--- src/rtl/if_fetch_pkg.sv ---
// Shared widths and FSM encoding for the instruction-fetch stage.
package if_fetch_pkg;

  localparam int InstAddrBus = 32;
  localparam int InstBus     = 32;
  localparam logic [InstBus-1:0] ZeroWord = '0;

  typedef enum logic [1:0] {
    IF_IDLE  = 2'd0,
    IF_FETCH = 2'd1,
    IF_HOLD  = 2'd2
  } if_state_e;

endpackage

--- src/rtl/if_fetch.sv ---
// Instruction fetch: turns the PC stream into variable-latency memory requests,
// squashes wrong-path words after a branch and buffers a word while IF is held.
module if_fetch
  import if_fetch_pkg::*;
(
  input  logic                   clk,
  input  logic                   rst,
  input  logic [5:0]             stall,
  input  logic                   br,
  input  logic [InstAddrBus-1:0] pc_i,
  input  logic                   right_one_i,
  output logic                   mem_req,
  output logic [InstAddrBus-1:0] mem_addr,
  input  logic                   mem_ack,
  input  logic [InstBus-1:0]     mem_rdata,
  output logic [InstAddrBus-1:0] if_pc,
  output logic [InstBus-1:0]     if_inst,
  output logic                   if_valid,
  output logic                   if_right_one,
  output logic                   stallreq_if
);

  if_state_e              state_reg, state_next;
  logic [InstAddrBus-1:0] addr_reg, addr_next;
  logic                   tgt_reg, tgt_next;
  logic                   kill_reg, kill_next;

  logic [InstAddrBus-1:0] out_pc_reg, out_pc_next;
  logic [InstBus-1:0]     out_inst_reg, out_inst_next;
  logic                   out_valid_reg, out_valid_next;
  logic                   out_ro_reg, out_ro_next;

  logic [InstAddrBus-1:0] buf_pc_reg, buf_pc_next;
  logic [InstBus-1:0]     buf_inst_reg, buf_inst_next;
  logic                   buf_valid_reg, buf_valid_next;
  logic                   buf_ro_reg, buf_ro_next;

  logic launch;
  logic deliver_ok;
  logic unused_stall;

  assign unused_stall = ^{stall[5:2], stall[0]};

  always_comb begin
    state_next     = state_reg;
    addr_next      = addr_reg;
    tgt_next       = tgt_reg;
    out_pc_next    = out_pc_reg;
    out_inst_next  = out_inst_reg;
    out_valid_next = out_valid_reg;
    out_ro_next    = out_ro_reg;
    buf_pc_next    = buf_pc_reg;
    buf_inst_next  = buf_inst_reg;
    buf_valid_next = buf_valid_reg;
    buf_ro_next    = buf_ro_reg;
    launch         = 1'b0;
    // A branch in the same cycle as the ack squashes the word as well.
    deliver_ok     = !kill_reg && !br;

    case (state_reg)
      IF_IDLE: begin
        state_next = IF_FETCH;
        launch     = 1'b1;
      end
      IF_FETCH: begin
        if (mem_ack) begin
          if (!stall[1]) begin
            out_valid_next = deliver_ok;
            if (deliver_ok) begin
              out_pc_next   = addr_reg;
              out_inst_next = mem_rdata;
              out_ro_next   = tgt_reg;
            end
            launch = 1'b1;
          end else begin
            buf_valid_next = deliver_ok;
            if (deliver_ok) begin
              buf_pc_next   = addr_reg;
              buf_inst_next = mem_rdata;
              buf_ro_next   = tgt_reg;
            end
            state_next = IF_HOLD;
          end
        end
      end
      IF_HOLD: begin
        if (!stall[1]) begin
          out_pc_next    = buf_pc_reg;
          out_inst_next  = buf_inst_reg;
          out_valid_next = buf_valid_reg;
          out_ro_next    = buf_ro_reg;
          launch         = 1'b1;
          state_next     = IF_FETCH;
        end
      end
      default: state_next = IF_IDLE;
    endcase

    if (launch) begin
      addr_next = pc_i;
      tgt_next  = right_one_i;
    end

    // br outranks a simultaneous launch of the branch target.
    if (br)
      kill_next = 1'b1;
    else if (launch && right_one_i)
      kill_next = 1'b0;
    else
      kill_next = kill_reg;
  end

  always_ff @(posedge clk) begin
    if (!rst) begin
      state_reg     <= IF_IDLE;
      addr_reg      <= '0;
      tgt_reg       <= 1'b0;
      kill_reg      <= 1'b0;
      out_pc_reg    <= '0;
      out_inst_reg  <= ZeroWord;
      out_valid_reg <= 1'b0;
      out_ro_reg    <= 1'b0;
      buf_pc_reg    <= '0;
      buf_inst_reg  <= ZeroWord;
      buf_valid_reg <= 1'b0;
      buf_ro_reg    <= 1'b0;
    end else begin
      state_reg     <= state_next;
      addr_reg      <= addr_next;
      tgt_reg       <= tgt_next;
      kill_reg      <= kill_next;
      out_pc_reg    <= out_pc_next;
      out_inst_reg  <= out_inst_next;
      out_valid_reg <= out_valid_next;
      out_ro_reg    <= out_ro_next;
      buf_pc_reg    <= buf_pc_next;
      buf_inst_reg  <= buf_inst_next;
      buf_valid_reg <= buf_valid_next;
      buf_ro_reg    <= buf_ro_next;
    end
  end

  assign mem_req      = (state_reg == IF_FETCH);
  assign mem_addr     = addr_reg;
  assign stallreq_if  = (state_reg == IF_FETCH && !mem_ack) || (state_reg == IF_IDLE);
  assign if_pc        = out_pc_reg;
  assign if_inst      = out_inst_reg;
  assign if_valid     = out_valid_reg;
  assign if_right_one = out_ro_reg;

endmodule

--- config.mk ---
export PLATFORM = sky130hd
export DESIGN_NAME = if_fetch
export DESIGN_NICKNAME = d
export VERILOG_FILES = /design/src/rtl/if_fetch_pkg.sv /design/src/rtl/if_fetch.sv
export SDC_FILE = /design/constraint.sdc
export NUM_CORES = 1
export LEC_CHECK = 0
export CAP_MARGIN = 30
export CORE_UTILIZATION = 53
export CTS_CLUSTER_SIZE = 40
export DETAILED_ROUTE_END_ITERATION = 12
export PLACE_DENSITY = 0.84
export REMOVE_ABC_BUFFERS = 1
export SLEW_MARGIN = 20
export SYNTH_ARGS = -nofsm -noshare
export SYNTH_HDL_FRONTEND = slang
export SYNTH_SLANG_ARGS = --single-unit
--- constraint.sdc ---
create_clock -name clk -period 5.16 [get_ports clk]
set_clock_uncertainty 0.2 [all_clocks]
set_input_delay 0.774 -clock clk [delete_from_list [all_inputs] [get_ports clk]]
set_output_delay 0.774 -clock clk [all_outputs]
set_load 0.02 [all_outputs]
After elaboration in Yosys (flattened, before gate mapping):

Cells that the tools add are included.

* logic and storage cells: 62
* input port bits: 75
* output and inout port bits: 100
* register bits after elaboration: 168

* equality and inequality tests: 7
* reduce and logical (&&, ||, !) cells: 15
* mux-type cells: 28

Operators with widths (count)
* 2-to-1 mux 32 bit: 8
* case mux 32 bit (2 select lines): 2
* 2-to-1 mux 1 bit: 11
* AND reduction 4 bit: 2
* 2-to-1 mux 2 bit: 3
* != test 2 bit (second input constant): 3
* case mux 2 bit (3 select lines): 1
* AND reduction 3 bit: 2
* AND reduction 5 bit: 1
* != test 2 x 1 -> 1 bit (second input constant): 2
* case mux 1 bit (2 select lines): 2
* nonzero test 2 bit: 2
* logical AND 1 bit: 3
* zero test 1 bit: 3
* case mux 1 bit (3 select lines): 1
* == test 2 x 1 -> 1 bit (second input constant): 1
* == test 2 bit (second input constant): 1
* zero test 2 bit: 1
* logical OR 1 bit: 1

Longest topological paths before layout:

Gate-level depths: netlist of run 1.

* word-level depth: 6
* depth in mapped cells: 7
* gate-level depth less buffers: 3

Worst setup path before layout of run 1:

OpenSTA, ideal clock, no wires.

* path type: input -> output
* start: in mem_ack
* end: out stallreq_if
* path buffers: 0
* path slack: 3.053 ns
* arrival time: 1.133 ns
* stages on the path: 1
* data required time: 4.186 ns
* cell sequence: a21oi_1

* longest elaborated chain between the ends: 3

RTL lines
* from (decl): line if_fetch.sv:14 `input logic mem_ack,`
* zero test 1 bit: line if_fetch.sv:145 `assign stallreq_if = (state_reg == IF_FETCH && !mem_ack) || (state_reg == IF_IDLE);`
* logical AND 1 bit: line if_fetch.sv:145
* logical OR 1 bit: line if_fetch.sv:145
* to (decl): line if_fetch.sv:20 `output logic stallreq_if`

Every way passes these cells.

Final worst setup path of run 1:

Ends and elaborated chain as after synthesis.

==> flow_metrics.py, run 1 <==
metrics = {
    "timing": {
        "slew_violations": 0,
        "relSlewSlack_pct": 33.3,
        "setup_viol_count_final": 0,
        "post-route-min-period_ps": 3060,
        "max_clock_freq_mhz": 327,
        "hold_violations": 0,
        "timing_worst_slew_pin_value_ps": 1000,
        "grt_setup_unrepaired": "no",
        "finalHoldWorstSlack_ps": 258,
        "finalCritPeriodShare_pct": 59.2,
        "totalNegativeSetupSlack_ps": 0,
    },
    "yosys": {
        "synth_largest_type_area_fraction_pct": 45.7,
        "sequential_area_share_after_synthesis_pct": 45.7,
        "synth_area_per_cell_um2": 10.2,
        "synth_cell_types": 31,
        "ys_ff_latch": 168,
        "yosysWarningCount": 0,
        "synth.top_cells.by_area": "sky130_fd_sc_hd__dfxtp_1 (46%), sky130_fd_sc_hd__mux2i_1 (22%), sky130_fd_sc_hd__a211oi_1 (9.2%), sky130_fd_sc_hd__nand2_1 (8.3%), sky130_fd_sc_hd__a211oi_2 (6.8%)",
        "synth_cells": 724,
        "syn-cell-area_um2": 7360,
        "netlist.top_cell.by_area": "sky130_fd_sc_hd__dfxtp_1",
    },
    "final_layout": {
        "n_antenna_cell": 0,
        "final_layout_size_suffix_gt1_share_pct": 10.8,
        "finish.net_count": 924,
        "synthToLayoutAreaGrowth_pct": 31.1,
        "mostFrequentLayoutCells": "sky130_fd_sc_hd__dfxtp_1 (168), sky130_fd_sc_hd__clkdlybuf4s50_1 (168), sky130_fd_sc_hd__mux2i_1 (163), sky130_fd_sc_hd__nand2_1 (163), sky130_fd_sc_hd__a211oi_1 (90)",
    },
    "critical_path": {
        "critPathCaptureType": "primary output",
        "reg2reg_slack_ps": 2600,
        "reg2reg_depth": 3,
        "reg2reg_from": "state_reg[0]",
        "worst-endpoint-arrival_ps": 2080,
        "worstReg2RegEnd": "if_pc[19]",
        "critPathMaxFanout": 4,
        "crit_path_start_kind": "primary input",
        "critical_setup_path_class": "in -> out",
        "cp.required_ps": 4190,
    },
    "worst_hold_path": {
        "hold_depth": 2,
        "hold_path.startpoint": "buf_pc_reg[17]",
        "worst_hold_path.endpoint": "buf_pc_reg[17]",
        "hold_path_class": "reg -> reg",
    },
    "clock_tree": {
        "cts.clk_slew.worst_paths_ps": 60,
        "cts-resized-gates": 0,
        "tritoncts": "done",
        "clock_tree.buffer_depth": 2,
        "number_of_sinks_driven_by_the_clock_tree": 168,
        "clock_latency_ps": 410,
        "cts_setup_buffers": 0,
        "cts_hold_buf": 0,
        "ctsHtreeMaxLevel": 4,
        "root_buffer": "sky130_fd_sc_hd__clkbuf_16",
        "cts_made_buffers": 17,
    },
    "placement": {
        "port_buffers": 169,
        "globalplace.congestion": 0.784,
        "dp.final_hpwl_mm": 11.2,
    },
    "routing": {
        "detail-route-antenna-nets": 0,
        "wl_per_cell_um": 17.8,
        "detail_route.vias_per_cell": 5.73,
        "initialDrtViolationCount": 497,
        "drc": 0,
        "wirelength_mm": 18.5,
        "route.vias.total": 5950,
        "dr.pass1.iters": 4,
    },
    "global_route": {
        "number_of_global_route_vias_before_repair": 6187,
        "grt_util_all_layers_pct": 26.2,
        "grt_pass1_wl_mm": 29.6,
        "antenna_found_initial": 0,
        "grt.overflow.total": 0,
        "grt_start_max_net_pins": 98,
    },
    "pwr": {
        "peakVddDrop_uv": 236,
        "powerDensity_nw_per_um2": 320,
        "leakage_nw": 4.01,
    },
    "floorplanning": {
        "die_x_um": 120,
        "start_util_pct": 54.9,
        "io_pins": 175,
        "std_cell_rows": 42,
        "floorplan.die_area_um2": 14400,
        "design.core.area_um2": 13400,
        "chipHeight_um": 120,
    },
    "status": {
        "result_of_the_run": "finished, final reports clean",
    },
    "run": {
        "drv_cap": 0,
    },
}
report_power, final:
part	switching, mW	internal [mW]
clock	0.492	0.776
sequential	0.0368	1.35
combinational	0.231	0.202
final cells by class:
type	count	area (µm²)
tap	176	220
timing repair buffer	181	1820
clock buffer	25	505
fill	996	3750
clock inverter	7	90.1
multi-input combinational	480	3640
inverter	1	5.00
sequential	168	3360
cells by family after synthesis:
logic type,Yosys count,share of synthesized area [%]
AND/OR/NAND/NOR,176,9.69
flip-flops,168,45.7
multiplexers,163,22.2
AO/OA/AOI/OAI,141,17.1
buffers and inverters,76,5.32
routing by layer:
metal	vias to the layer above	share of wire [%]	global-route usage (%)
met5	-	0	0
met4	0	1.9	12.0
met1	2903	42	30.0
li1	2838	-	-
met3	29	5.5	5.70
met2	180	51	46.2
worst max-delay path by stage:
stage / from / to / slack [ps] / cells after the start
floorplan: stall[1] / if_inst[0] / 290 / 3
global placement: stall[1] / mem_addr[3] / 1750 / 5
detailed placement: stall[1] / mem_addr[4] / 1680 / 5
CTS: stall[1] / mem_addr[4] / 2100 / 5
global route: mem_ack / stallreq_if / 2060 / 3
finish: mem_ack / stallreq_if / 2100 / 3
synthesized netlist by cell type, drive strengths merged:
master	count
and3b	1
nand2	163
nor2b	2
a21bo	1
nor2	2
nand2b	2
o21a	1
a21o	1
buf	39
dfxtp	168
o21ai	1
nor3	1
a32o	1
clkbuf	36
nand3	2
nor3b	2
o221a	1
a211oi	130
o21bai	1
mux2i	163
a21oi	3
and3	1
inv	1
o211a	1
per-stage QoR:
step	power (mW)	util (%)	setup WS [ps]	instance area, µm²	std cells
4_1_cts	3.10	71.6	2100	9590	1036
2_1_floorplan	1.63	-	291	6970	649
6_report	3.09	72.0	2100	9650	1038
3_3_place_gp	1.83	67.1	1750	8990	1004
5_1_grt	3.20	72.0	2060	9650	1038
3_5_place_dp	1.84	67.1	1680	8990	1004
critical path, cell delays in order:
cell and delay [ps]:
sky130_fd_sc_hd__clkdlybuf4s50_1 470, sky130_fd_sc_hd__a21oi_1 170, sky130_fd_sc_hd__clkdlybuf4s50_1 670
(Power assumes the default switching activity.)
==> run 2: changes to the inputs <==
- CORE_UTILIZATION: 53 -> 50
- PLACE_DENSITY: 0.84 -> 0.8
- clock period: 5.16 -> 3.1 ns (I/O delays scaled with it)
==> flow_metrics.py, run 2 (synthesized netlist as in run 1, its figures left out) <==
metrics = {
    "final_layout": {
        "mostFrequentLayoutCells": "sky130_fd_sc_hd__dfxtp_1 (168), sky130_fd_sc_hd__clkdlybuf4s50_1 (168), sky130_fd_sc_hd__mux2i_1 (163), sky130_fd_sc_hd__nand2_1 (163), sky130_fd_sc_hd__a211oi_1 (90)",
        "n_antenna_cell": 0,
        "seq_area_um2": 3360,
        "area_occupied_by_multi_input_gates_um2": 3640,
        "finish.net_count": 929,
        "final_layout_size_suffix_gt1_share_pct": 10.9,
        "total_of_fill_cells_in_the_finished_design": 1040,
        "layout.cells.non_filler": 1043,
        "synthToLayoutAreaGrowth_pct": 31.7,
        "postLayoutCoreUtil_pct": 68.7,
        "finalInstanceArea_um2": 9690,
    },
    "critical_path": {
        "crit_chain": "nor2b_1 -> clkdlybuf4s50_1",
        "max_stage_delay_on_crit_path_ps": 640,
        "cp_top_delay_family": "buffers and inverters",
        "worstReg2RegEnd": "buf_inst_reg[29]",
        "reg2reg_depth": 4,
        "reg2reg_slack_ps": 1020,
        "critPathBufInv": 1,
        "slowest_stage": "sky130_fd_sc_hd__clkdlybuf4s50_1",
        "critPathMaxFanout": 9,
        "reg2reg_from": "state_reg[0]",
        "critical_setup_path_class": "reg -> out",
        "worst-endpoint-arrival_ps": 1780,
        "crit_path_start_kind": "flop",
        "cp.required_ps": 2430,
        "critPathCaptureType": "primary output",
    },
    "pwr": {
        "p_clk_share_pct": 39.2,
        "peakVddDrop_uv": 394,
        "leakage_nw": 4.04,
        "sequentialPowerShare_pct": 46.1,
        "combPwrFrac_pct": 14.7,
        "p_switching_mw": 1.24,
        "power.share.switching_pct": 24.8,
        "post-layout-total-power_mw": 5.00,
        "p_int_mw": 3.76,
        "powerDensity_nw_per_um2": 516,
    },
    "clock_tree": {
        "cts_made_buffers": 17,
        "ctsHtreeMaxLevel": 4,
        "cts-resized-gates": 0,
        "clock_latency_ps": 410,
        "number_of_sinks_driven_by_the_clock_tree": 168,
        "root_buffer": "sky130_fd_sc_hd__clkbuf_16",
        "cts_hold_buf": 0,
        "tritoncts": "done",
        "cts.clk_slew.worst_paths_ps": 60,
        "clock_tree.buffer_depth": 2,
        "cts_setup_buffers": 0,
    },
    "timing": {
        "grt_setup_unrepaired": "no",
        "max_clock_freq_mhz": 410,
        "slew_violations": 0,
        "post-route-min-period_ps": 2440,
        "setup_viol_count_final": 0,
        "timing_worst_slew_pin_value_ps": 876,
        "relSlewSlack_pct": 41.6,
        "finalCritPeriodShare_pct": 78.7,
        "hold_violations": 0,
    },
    "floorplanning": {
        "io_pins": 175,
        "floorplan.die_area_um2": 15200,
        "std_cell_rows": 43,
        "die_x_um": 123,
        "start_util_pct": 52.2,
        "design.core.area_um2": 14100,
        "chipHeight_um": 123,
    },
    "routing": {
        "detail-route-antenna-nets": 0,
        "wirelength_mm": 19.0,
        "detail_route.vias_per_cell": 5.72,
        "wl_per_cell_um": 18.2,
        "route.vias.total": 5965,
        "initialDrtViolationCount": 449,
        "dr.pass1.iters": 5,
        "drc": 0,
    },
    "run": {
        "drv_cap": 0,
    },
    "placement": {
        "placed_area_um2": 9150,
        "globalplace.congestion": 0.766,
        "port_buffers": 169,
        "dp_cell_count": 1015,
        "dp.final_hpwl_mm": 11.8,
    },
    "worst_hold_path": {
        "hold_path.startpoint": "buf_inst_reg[24]",
        "hold_depth": 2,
        "worst_hold_path.endpoint": "buf_inst_reg[24]",
        "hold_path_class": "reg -> reg",
    },
    "global_route": {
        "grt_util_all_layers_pct": 25.5,
        "antenna_found_initial": 0,
        "grt_pass1_wl_mm": 29.9,
        "number_of_global_route_vias_before_repair": 6111,
        "grt.overflow.total": 0,
        "grt_start_max_net_pins": 89,
    },
    "status": {
        "result_of_the_run": "finished, final reports clean",
    },
}
[run 2: cell count changes in the layout (fill, tap and decap cells not counted)]
cell,before,now
sky130_fd_sc_hd__buf_4,11,10
sky130_fd_sc_hd__clkbuf_8,5,4
sky130_fd_sc_hd__buf_12,0,8
sky130_fd_sc_hd__buf_16,2,0
sky130_fd_sc_hd__bufinv_16,2,1
sky130_fd_sc_hd__clkinvlp_4,2,0
[run 2: layout make-up]
cell class / instances / share of cell area, %
timing repair buffer: 186 / 19.8
multi-input combinational: 480 / 37.6
clock buffer: 24 / 5.07
clock inverter: 4 / 0.465
inverter: 1 / 0.0517
sequential: 168 / 34.7
tap: 180 / 2.32
[run 2: how the worst max path moves through the flow]
stage | startpoint | to | slack (ps) | cells after the start
after floorplan | stall[1] | if_inst[0] | -1460 | 3
after global placement | stall[1] | if_pc[22] | 520 | 5
after detailed placement | stall[1] | if_pc[22] | 460 | 5
after CTS | state_reg[0] | mem_req | 640 | 2
after global routing | state_reg[0] | mem_req | 530 | 2
final | state_reg[0] | mem_req | 660 | 2
[run 2: power groups by stage]
stage	clock network (mW)	registers [mW]	logic, mW
4_1_cts	1.99	2.30	0.736
3_5_place_dp	0	2.35	0.732
5_1_grt	2.08	2.31	0.783
3_3_place_gp	0	2.35	0.714
6_report	1.96	2.30	0.734
2_1_floorplan	0	2.42	0.284
[run 2: layer usage]
layer / GRT usage, % / wire (µm) / up-vias
met5: 0 / 0 / -
li1: - / - / 2842
met3: 6.32 / 1120 / 22
met4: 8.81 / 282 / 0
met1: 30.4 / 8170 / 2912
met2: 44.2 / 9440 / 189
[run 2: tightest hold or removal path, delay by kind of cell (launching register included)]
family	cells	cell delay (ps)
multiplexers	1	50
AND/OR/NAND/NOR	1	50
flip-flops	1	310
[run 2: through the flow]
step / setup TNS, ps / hold slack, ps / setup slack [ps]
2_1_floorplan: -173640 / 237 / -1460
3_3_place_gp: 0 / 243 / 519
3_5_place_dp: 0 / 254 / 462
4_1_cts: 0 / 261 / 641
5_1_grt: 0 / 274 / 533
6_report: 0 / 261 / 659
==> run 3: changes to the inputs <==
- clock period: 3.1 -> 2.51 ns (I/O delays scaled with it)
==> flow_metrics.py, run 3 (synthesized netlist as in run 1, its figures left out) <==
metrics = {
    "clock_tree": {
        "cts-resized-gates": 0,
        "tritoncts": "done",
        "clock_tree.buffer_depth": 2,
        "clock_latency_ps": 420,
        "root_buffer": "sky130_fd_sc_hd__clkbuf_16",
        "cts_setup_buffers": 0,
        "cts.clk_slew.worst_paths_ps": 60,
        "number_of_sinks_driven_by_the_clock_tree": 168,
        "cts_hold_buf": 0,
        "ctsHtreeMaxLevel": 4,
        "cts_made_buffers": 17,
    },
    "routing": {
        "dr.pass1.iters": 5,
        "detail_route.vias_per_cell": 5.72,
        "wl_per_cell_um": 18.3,
        "drc": 0,
        "detail-route-antenna-nets": 0,
        "route.vias.total": 6017,
        "wirelength_mm": 19.2,
        "initialDrtViolationCount": 311,
    },
    "critical_path": {
        "reg2reg_depth": 4,
        "reg2reg_from": "state_reg[1]",
        "worstReg2RegEnd": "buf_inst_reg[12]",
        "critPathMaxFanout": 9,
        "crit_path_start_kind": "flop",
        "critPathCaptureType": "primary output",
        "worst-endpoint-arrival_ps": 1810,
        "reg2reg_slack_ps": 530,
        "cp.required_ps": 1930,
        "critical_setup_path_class": "reg -> out",
    },
    "timing": {
        "hold_violations": 0,
        "grt_setup_unrepaired": "no",
        "finalCritPeriodShare_pct": 95.1,
        "relSlewSlack_pct": 62.7,
        "timing_worst_slew_pin_value_ps": 559,
        "post-route-min-period_ps": 2390,
        "max_clock_freq_mhz": 419,
        "setup_viol_count_final": 0,
        "slew_violations": 0,
        "postLayoutSetupSlackWorst_ps": 122,
    },
    "pwr": {
        "p_int_mw": 4.77,
        "p_switching_mw": 1.58,
        "p_clk_share_pct": 40.6,
        "combPwrFrac_pct": 14.5,
        "power.share.switching_pct": 24.9,
        "sequentialPowerShare_pct": 44.9,
        "powerDensity_nw_per_um2": 648,
        "leakage_nw": 4.09,
        "peakVddDrop_uv": 438,
    },
    "floorplanning": {
        "design.core.area_um2": 14100,
        "chipHeight_um": 123,
        "io_pins": 175,
        "floorplan.die_area_um2": 15200,
        "start_util_pct": 52.2,
        "die_x_um": 123,
        "std_cell_rows": 43,
    },
    "final_layout": {
        "n_antenna_cell": 0,
        "mostFrequentLayoutCells": "sky130_fd_sc_hd__dfxtp_1 (168), sky130_fd_sc_hd__clkdlybuf4s50_1 (168), sky130_fd_sc_hd__mux2i_1 (163), sky130_fd_sc_hd__nand2_1 (163), sky130_fd_sc_hd__a211oi_1 (90)",
        "synthToLayoutAreaGrowth_pct": 33.2,
        "final_layout_size_suffix_gt1_share_pct": 11.8,
        "total_of_fill_cells_in_the_finished_design": 1029,
        "seq_area_um2": 3360,
        "postLayoutCoreUtil_pct": 69.6,
        "finish.net_count": 935,
        "finalInstanceArea_um2": 9810,
        "layout.cells.non_filler": 1052,
        "area_occupied_by_multi_input_gates_um2": 3640,
    },
    "worst_hold_path": {
        "hold_path.startpoint": "rst",
        "hold_path_class": "in -> reg",
        "hold_depth": 3,
        "worst_hold_path.endpoint": "buf_inst_reg[3]",
    },
    "placement": {
        "globalplace.congestion": 0.774,
        "place_worst_setup_slack_ps": 186,
        "dp.final_hpwl_mm": 12.2,
        "dp_cell_count": 1021,
        "port_buffers": 169,
        "placed_area_um2": 9220,
    },
    "global_route": {
        "grt_pass1_wl_mm": 29.5,
        "grt_util_all_layers_pct": 25.3,
        "antenna_found_initial": 0,
        "number_of_global_route_vias_before_repair": 6085,
        "grt_start_max_net_pins": 60,
        "grt.overflow.total": 0,
    },
    "run": {
        "drv_cap": 0,
    },
    "status": {
        "result_of_the_run": "finished, final reports clean",
    },
}
[run 3: worst max-delay path, stage by stage, from the launching register on]
cell                              delay, ps
sky130_fd_sc_hd__dfxtp_1                540
sky130_fd_sc_hd__nor2b_1                210
sky130_fd_sc_hd__clkdlybuf4s50_1        640
[run 3: worst max-delay path by stage]
stage / from / end
final: state_reg[0] / mem_req
after global routing: state_reg[0] / mem_req
after CTS: state_reg[0] / mem_req
after detailed placement: stall[1] / mem_addr[10]
after global placement: stall[1] / mem_addr[26]
after floorplan: state_reg[1] / if_inst[0]
[run 3: layout make-up]
type,instances,share of cell area [%]
multi-input combinational,480,37.1
inverter,1,0.0510
sequential,168,34.3
clock buffer,24,5.01
tap,180,2.30
clock inverter,7,0.931
timing repair buffer,192,20.3
[run 3: metal layers]
metal / share of wire, % / GRT usage, % / vias to the layer above / routed length, µm
met3: 5.4 / 5.58 / 31 / 1040
met1: 42 / 29.4 / 2929 / 8020
met5: 0 / 0 / - / 0
li1: - / - / 2849 / -
met2: 51 / 44.6 / 208 / 9760
met4: 2.1 / 10.6 / 0 / 402
[run 3: through the flow]
| step | hold WS (ps) | power (mW) | TNS [ps] |
|---|---|---|---|
| CTS | 176 | 6.38 | 0 |
| floorplan | 237 | 3.34 | -249820 |
| finish | 189 | 6.35 | 0 |
| global placement | 243 | 3.79 | 0 |
| detailed placement | 254 | 3.82 | 0 |
| global route | 196 | 6.56 | 0 |
[run 3: power by group through the flow]
stage / clock, mW / combinational (mW) / sequential, mW
5_1_grt: 2.72 / 0.975 / 2.86
3_3_place_gp: 0 / 0.895 / 2.90
6_report: 2.58 / 0.921 / 2.85
4_1_cts: 2.61 / 0.923 / 2.85
2_1_floorplan: 0 / 0.350 / 2.99
3_5_place_dp: 0 / 0.916 / 2.90
